[config.mk]
export PLATFORM = sky130hd
export DESIGN_NAME = icache_array_arbiter
export DESIGN_NICKNAME = d
export VERILOG_FILES = /design/src/rtl/icache_array_arbiter.sv
export SDC_FILE = /design/constraint.sdc
export NUM_CORES = 1
export LEC_CHECK = 0
export CAP_MARGIN = 10
export CORE_UTILIZATION = 36
export DETAILED_ROUTE_END_ITERATION = 10
export GPL_ROUTABILITY_DRIVEN = 0
export MAX_ROUTING_LAYER = met4
export PLACE_DENSITY = 0.78
export SYNTH_ARGS = -nofsm -noshare
export SYNTH_HDL_FRONTEND = slang
export SYNTH_SLANG_ARGS = --single-unit
[constraint.sdc]
create_clock -name clk -period 1.4 [get_ports clk]
set_input_delay 0.28 -clock clk [delete_from_list [all_inputs] [get_ports clk]]
set_output_delay 0.28 -clock clk [all_outputs]
set_load 0.02 [all_outputs]
[src/rtl/icache_array_arbiter.sv]
// Arbitrates the data-array SRAM port between lookup reads and 4-beat block writes.
// Writes own the port for a whole block; a starvation counter lets a read in between blocks.
module icache_array_arbiter #(
  parameter int unsigned SET_BITS_WIDTH = 4,
  parameter int unsigned NUM_WAYS       = 4,
  parameter int unsigned DA_WRITE_WIDTH = 80,
  parameter int unsigned DA_BEATS       = 4,
  parameter int unsigned STARVE_LIMIT   = 3,
  localparam int unsigned WAY_W    = $clog2(NUM_WAYS),
  localparam int unsigned BEAT_W   = $clog2(DA_BEATS),
  localparam int unsigned ADDR_W   = SET_BITS_WIDTH + WAY_W + BEAT_W
) (
  input  logic                      clk,
  input  logic                      arst_n,
  input  logic                      i_rd_valid,
  input  logic [SET_BITS_WIDTH-1:0] i_rd_set,
  input  logic [WAY_W-1:0]          i_rd_way,
  input  logic [BEAT_W-1:0]         i_rd_word,
  output logic                      o_rd_ready,
  input  logic                      i_wr_valid,
  input  logic [SET_BITS_WIDTH-1:0] i_wr_set,
  input  logic [WAY_W-1:0]          i_wr_way,
  input  logic [DA_WRITE_WIDTH-1:0] i_wr_data,
  output logic                      o_wr_ready,
  output logic                      o_wr_done,
  input  logic                      i_da_halt,
  output logic                      o_da_valid,
  output logic                      o_da_we,
  output logic [ADDR_W-1:0]         o_da_addr,
  output logic [DA_WRITE_WIDTH-1:0] o_da_wdata,
  output logic                      o_busy
);

  localparam int unsigned STARVE_W = $clog2(STARVE_LIMIT + 1);

  localparam logic ST_IDLE     = 1'b0;
  localparam logic ST_WR_BURST = 1'b1;

  logic                      r_state;
  logic [BEAT_W-1:0]         r_beat;
  logic [STARVE_W-1:0]       r_starve;
  logic [SET_BITS_WIDTH-1:0] r_set;
  logic [WAY_W-1:0]          r_way;
  logic                      r_wr_done;
  logic                      r_da_valid;
  logic                      r_da_we;
  logic [ADDR_W-1:0]         r_da_addr;
  logic [DA_WRITE_WIDTH-1:0] r_da_wdata;

  logic                      w_idle;
  logic                      w_starved;
  logic                      w_rd_grant;
  logic                      w_wr_grant;
  logic                      w_rd_xfer;
  logic                      w_wr_xfer;
  logic                      w_wr_last;
  logic [BEAT_W-1:0]         w_wr_beat;
  logic [SET_BITS_WIDTH-1:0] w_wr_set;
  logic [WAY_W-1:0]          w_wr_way;

  assign w_idle     = (r_state == ST_IDLE);
  assign w_starved  = (r_starve == STARVE_W'(STARVE_LIMIT));
  // Reads only ever win in IDLE, so a block in flight can never be interleaved with a read.
  assign w_rd_grant = w_idle & i_rd_valid & (~i_wr_valid | w_starved);
  assign w_wr_grant = i_wr_valid & ~w_rd_grant;

  // Readies are forced low while reset is asserted.
  assign w_rd_xfer  = w_rd_grant & ~i_da_halt & arst_n;
  assign w_wr_xfer  = w_wr_grant & ~i_da_halt & arst_n;

  assign w_wr_beat  = w_idle ? '0 : r_beat;
  assign w_wr_set   = w_idle ? i_wr_set : r_set;
  assign w_wr_way   = w_idle ? i_wr_way : r_way;
  assign w_wr_last  = w_wr_xfer & (w_wr_beat == BEAT_W'(DA_BEATS - 1));

  assign o_rd_ready = w_rd_xfer;
  assign o_wr_ready = w_wr_xfer;
  assign o_wr_done  = r_wr_done;
  assign o_busy     = (r_state == ST_WR_BURST);
  assign o_da_valid = r_da_valid;
  assign o_da_we    = r_da_we;
  assign o_da_addr  = r_da_addr;
  assign o_da_wdata = r_da_wdata;

  always_ff @(posedge clk or negedge arst_n) begin
    if (!arst_n) begin
      r_state    <= ST_IDLE;
      r_beat     <= '0;
      r_starve   <= '0;
      r_set      <= '0;
      r_way      <= '0;
      r_wr_done  <= 1'b0;
      r_da_valid <= 1'b0;
      r_da_we    <= 1'b0;
      r_da_addr  <= '0;
      r_da_wdata <= '0;
    end else begin
      r_wr_done <= w_wr_last;

      if (w_rd_xfer) begin
        r_starve <= '0;
      end else if (i_rd_valid && !w_starved) begin
        r_starve <= r_starve + 1'b1;
      end

      if (w_wr_xfer) begin
        if (w_wr_last) begin
          r_state <= ST_IDLE;
          r_beat  <= '0;
        end else begin
          r_state <= ST_WR_BURST;
          r_beat  <= w_wr_beat + 1'b1;
        end
        if (w_idle) begin
          r_set <= i_wr_set;
          r_way <= i_wr_way;
        end
      end

      // A halted port keeps the whole command, valid included, until it can take it.
      if (!i_da_halt) begin
        r_da_valid <= w_rd_xfer | w_wr_xfer;
        if (w_wr_xfer) begin
          r_da_we    <= 1'b1;
          r_da_addr  <= {w_wr_set, w_wr_way, w_wr_beat};
          r_da_wdata <= i_wr_data;
        end else if (w_rd_xfer) begin
          r_da_we    <= 1'b0;
          r_da_addr  <= {i_rd_set, i_rd_way, i_rd_word};
          r_da_wdata <= '0;
        end
      end
    end
  end

endmodule

### Yosys cells after proc, flatten, opt, wreduce, memory -nomap -nowiden

Index checks and enable logic that the tools add are counted.

* bits in registers: 102
* latch bits: 0
* bits in writable memories: 0
* ROM bits: 0
* output and inout bits: 94
* memories kept: 0

* add/sub/neg operators: 2
* multiply operators: 0
* div/mod/pow operators: 0
* $lt $le $gt $ge: 0
* equality and inequality tests: 2
* shift operators: 0
* multiplexer cells: 13
* bitwise logic cells: 14
* reduce and logical (&&, ||, !) cells: 5

Operators by type and width (number)
* $mux 80: 2
* $mux 8: 2
* $mux 2: 5
* $and 1x1->1: 8
* $add 2x1->2 const B: 2
* $eq 2x2->1 const B: 2
* $mux 4: 1
* $not 1->1: 4
* $reduce_bool 2->1: 2
* $mux 1: 3
* $or 1x1->1: 2
* $reduce_and 2->1: 1
* $logic_and 1x1->1: 1
* $logic_not 1->1: 1

### Longest topological paths before layout

* depth in word-level cells: 9
* gate-level depth with buffers: 7
* depth with buffers taken out: 5

### Worst setup path before layout

Ideal clock, no wire load.

* kind: reg-to-reg
* start point: register r_state, in the netlist o_busy
* end point: register r_da_addr[6], in the netlist o_da_addr[6]
* setup time: 0.125 ns
* arrival time: 1.408 ns
* slack: -0.133 ns
* cell stages (with the launch flop): 7
* period minus slack after synthesis: 1.533 ns
* cell sequence: dfrtp_1 -> nor2b_2 -> a21o_1 -> inv_2 -> buf_4 -> mux2i_1 -> mux2_2

* word-level cells in the longest chain between the ends: 9

Ends and longest elaborated chain
* from (decl): RTL line 39 `logic r_state;`
* from (signal assigned): RTL line 87 `r_state <= ST_IDLE;`
* from (signal assigned): RTL line 108 `r_state <= ST_IDLE;`
* from (signal assigned): RTL line 111 `r_state <= ST_WR_BURST;`
* $not 1->1: RTL line 61 `assign w_idle = (r_state == ST_IDLE);`
* $and 1x1->1 (2 in series): RTL line 64 `assign w_rd_grant = w_idle & i_rd_valid & (~i_wr_valid | w_starved);`
* $not 1->1: RTL line 65 `assign w_wr_grant = i_wr_valid & ~w_rd_grant;`
* $and 1x1->1: RTL line 65
* $and 1x1->1 (2 in series): RTL line 69 `assign w_wr_xfer = w_wr_grant & ~i_da_halt & arst_n;`
* $reduce_bool 2->1 (no source line)
* $reduce_and 2->1 (no source line)
* to (signal assigned): RTL line 125 `r_da_addr <= {w_wr_set, w_wr_way, w_wr_beat};`
* to (signal assigned): RTL line 129 `r_da_addr <= {i_rd_set, i_rd_way, i_rd_word};`
* to (decl): RTL line 47 `logic [ADDR_W-1:0] r_da_addr;`

Several ways; a longest one is shown, not always the timed one.
A chain may end at the register's enable or synchronous reset.

### Final worst setup path

* start point: register r_starve[1]
* end point: output port o_rd_ready

* word-level cells in the longest chain between the ends: 5

Ends and longest elaborated chain
* from (decl): RTL line 41 `logic [STARVE_W-1:0] r_starve;`
* from (signal assigned): RTL line 103 `r_starve <= r_starve + 1'b1;`
* $eq 2x2->1: RTL line 62 `assign w_starved = (r_starve == STARVE_W'(STARVE_LIMIT));`
* $or 1x1->1: RTL line 64
* $and 1x1->1: RTL line 64
* $and 1x1->1 (2 in series): RTL line 68 `assign w_rd_xfer = w_rd_grant & ~i_da_halt & arst_n;`
* to (decl): RTL line 19 `output logic o_rd_ready,`

No other way between the ends.

==> metrics.md <==
| Metric | Value |
|---|---|
| Fin util | between 60% and 70% |
| Die footprint | between 0.01 and 0.015 mm^2 |
| Rows | 37 |
| Seq/Total Area, Yosys | 66.3% |
| Yosys Warn Count | 0 |
| Die W | 105 um |
| Slew HR | a little over half |
| All-layer global routing usage | a little over a fifth |
| Core ar. | 0.0103 mm^2 |
| Area delta synth->final | 76.2% |
| GR Overflow Total | 0 |
| Worst Path Arrival | 1.40 ns |
| Pre-CTS WS | -0.754 ns |
| Inserted Clock Buffers | 9 |
| Setup ws final | -0.278 ns |
| Root buf cell | clkbuf_8 |
| Synth Register Bits | 102 |
| CP Launch Type | flip-flop |
| Total of max-cap violations | 0 |
| Nets | between 600 and 700 |
| Post-Synthesis Cells | 278 |
| Max Root-Sink Buffers | 2 |
| Final setup vio count | between 100 and 150 |
| Final Hold Vio Count | 0 |
| CP endpoint kind | primary output |
| Total Wirelength | ~12 mm |
| Max Slew Vio Count | 0 |
| DR pass1 iterations | 4 |
| Worst-path clk slew | around 0.11 ns |
| DR vias | roughly 3300 |
| Starting Density | between 30 and 40% |
| Max Fclk | ~0.6 GHz |
| Initial antenna violation count | 0 |
| Static leakage | approximately 3.2 nW |
| First-pass GRT wire length | 18.4 mm |
| Worst EP required | roughly 1.1 ns |
| Worst vdd ir | approximately 950 uV |
| Worst slew pin tran | 0.681 ns |
| Cell Pwr Density | approximately 1400 mW/mm^2 |
| DRT antenna net count | 0 |
| Largest net degree at the start of global routing | 56 |
| Cell Chain, Critical Path | ha_2, nand2b_4, and3_4, buf_6 |
| Vias in the first global route | about 3500 |
| Clk_skew | 0.0176 ns |
| HP Class | in2async |
| DRC | 0 |
| Antenna diodes | 0 |
| Commonest non-fill, non-tap cells in the layout | dfrtp_1 (101), clkdlybuf4s50_1 (97), a22o_1 (80) |
| Vias per inst | roughly 5.1 |
| Synth Cell Area | just under 0.004 mm^2 |
| Initial DRC count | about 140 |
| Ports | 193 |
| Violated checks | negative setup slack |
| Tmin final | ~1.7 ns |
| CP max stage delay | around 0.40 ns |
| Final HPWL DP | 7.42 mm |
| Critical path class | reg2out |
| Post-DR wirelength/cell | 18.7 um |
| Die H | approximately 110 um |
| Port bufs | 192 |
| Later-pin clock latency in the skew report | 0.36 ns |
| Ratio of cells with drive above 1 in the final layout | 19.2% |
| Syn_nets | roughly 380 |
| Outcome | finished with violations |
| RSZ-0062 raised after global routing | yes |
| Distinct cells, synth | 29 |
| Final period utilization | 120% |
| Setup TNS | -17.82 ns |
| Post-Syn Area per Cell | 13.8 um^2 |
| Worst-path maximum fanout | 3 |
| TritonCTS clock tree | done |
| Slowest cell on crit path | dfrtp_1 |
| H-tree levels | 3 |
| Most common cell after layout, fill and taps aside | dfrtp_1 |
| TritonCTS Sinks | a little over 100 |
[what timing repair did]
item                                    CTS  global route
buffers inserted                         10            12
gates cloned                              7             6
hold buffers                              1             0
endpoints found under the hold margin     6             0
endpoints found under the setup margin  190           151
resized for setup                       147            79
pin swaps                                13            67
[area by class of cell]
type | instances | area, um^2
clock buffers | 9 | 124
clock inverters | 7 | 55.1
fillers | 765 | 3540
inverters | 6 | 27.5
multi-input cells | 147 | 1300
flip-flops and latches | 102 | 2550
well taps | 136 | 170
repair buffers | 239 | 2550
[critical path, delay by kind of cell, from the launching register on]
kind | cells | cell delay, ns
buffers and inverters | 1 | 0.13
DFF | 1 | 0.40
and+or+nand+nor | 2 | 0.32
adders and majority gates | 1 | 0.21
[cell usage after synthesis]
cell / number / share of area [%]
a211oi_1: 1 / 0.20
a21o_1: 1 / 0.20
a21oi_1: 6 / 0.78
a22o_1: 80 / 18
a31oi_1: 1 / 0.16
and2_1: 3 / 0.49
and3_1: 1 / 0.16
buf_2: 15 / 1.9
buf_4: 2 / 0.39
buf_6: 1 / 0.29
clkbuf_1: 5 / 0.49
dfrtp_1: 102 / 66
ha_1: 2 / 0.65
inv_1: 5 / 0.49
inv_2: 1 / 0.097
mux2_2: 6 / 1.8
mux2i_1: 11 / 2.9
nand2_1: 8 / 0.78
nand2b_1: 1 / 0.16
nand3b_1: 2 / 0.39
nor2_1: 13 / 1.3
nor2b_1: 3 / 0.49
nor2b_2: 1 / 0.23
o21a_1: 2 / 0.39
o21ai_0: 1 / 0.13
o21ai_1: 1 / 0.13
o22ai_1: 1 / 0.16
o31ai_1: 1 / 0.20
xnor2_1: 1 / 0.23
[power breakdown]
part	total [mW]	switching, mW	internal, mW
Sequential	4.08	0.434	3.65
Clock	1.74	1.07	0.674
Combinational	3.67	1.81	1.86
Total	9.50	3.32	6.18
[metrics by stage]
step / hold WS (ns) / power (mW) / std cells / cell area (um^2)
final: 0.0291 / 9.50 / 646 / 6790
after global routing: 0.0562 / 10.0 / 646 / 6790
after CTS: 0.0358 / 9.27 / 635 / 6500
after detailed placement: 0.215 / 7.69 / 602 / 6030
after global placement: 0.212 / 7.57 / 602 / 6030
after floorplan: -0.0156 / 5.78 / 278 / 3880
[per-layer routing]
metal,vias up,wire length [um],global-route usage [%]
met4,0,82,3.62
met1,1635,5160,27.6
met5,-,0,-
met3,12,754,4.70
met2,145,6060,37.0
li1,1477,-,-
[registers in the layout, summed over array words and instances, names as in the netlist]
signal	count
r_way	2
o_busy	1
r_starve	2
o_da_we	1
r_beat	2
o_da_wdata	80
o_da_addr	8
o_da_valid	1
o_wr_done	1
r_set	4
[worst paths after layout]
| check | start | end | slack, ns | depth (start not counted) |
|---|---|---|---|---|
| min in group clk | r_beat[1] | r_beat[1] | 0.49 | 2 |
| max | r_starve[1] | o_rd_ready | -0.28 | 4 |
| max in group asynchronous | arst_n | o_da_wdata[18] | 0.28 | 3 |
| min | arst_n | o_da_wdata[34] | 0.03 | 2 |
| max reg2reg | o_busy | o_da_addr[6] | -0.28 | 7 |
| min reg2reg | r_beat[1] | r_beat[1] | 0.49 | 2 |
[cells by family (layout without fill, tap and decap cells)]
family                   count (synthesis)  in the layout  share of synthesized area [%]
AND/OR/NAND/NOR                         32             32                           3.97
multiplexers                            17             17                           4.61
flip-flops                             102            102                           66.3
buffers and inverters                   29            261                           3.70
XOR/XNOR                                 1              1                          0.228
adder cells (fa/ha/maj)                  2              2                          0.650
AO/OA/AOI/OAI                           95             95                           20.5
(Power assumes the default switching activity.)
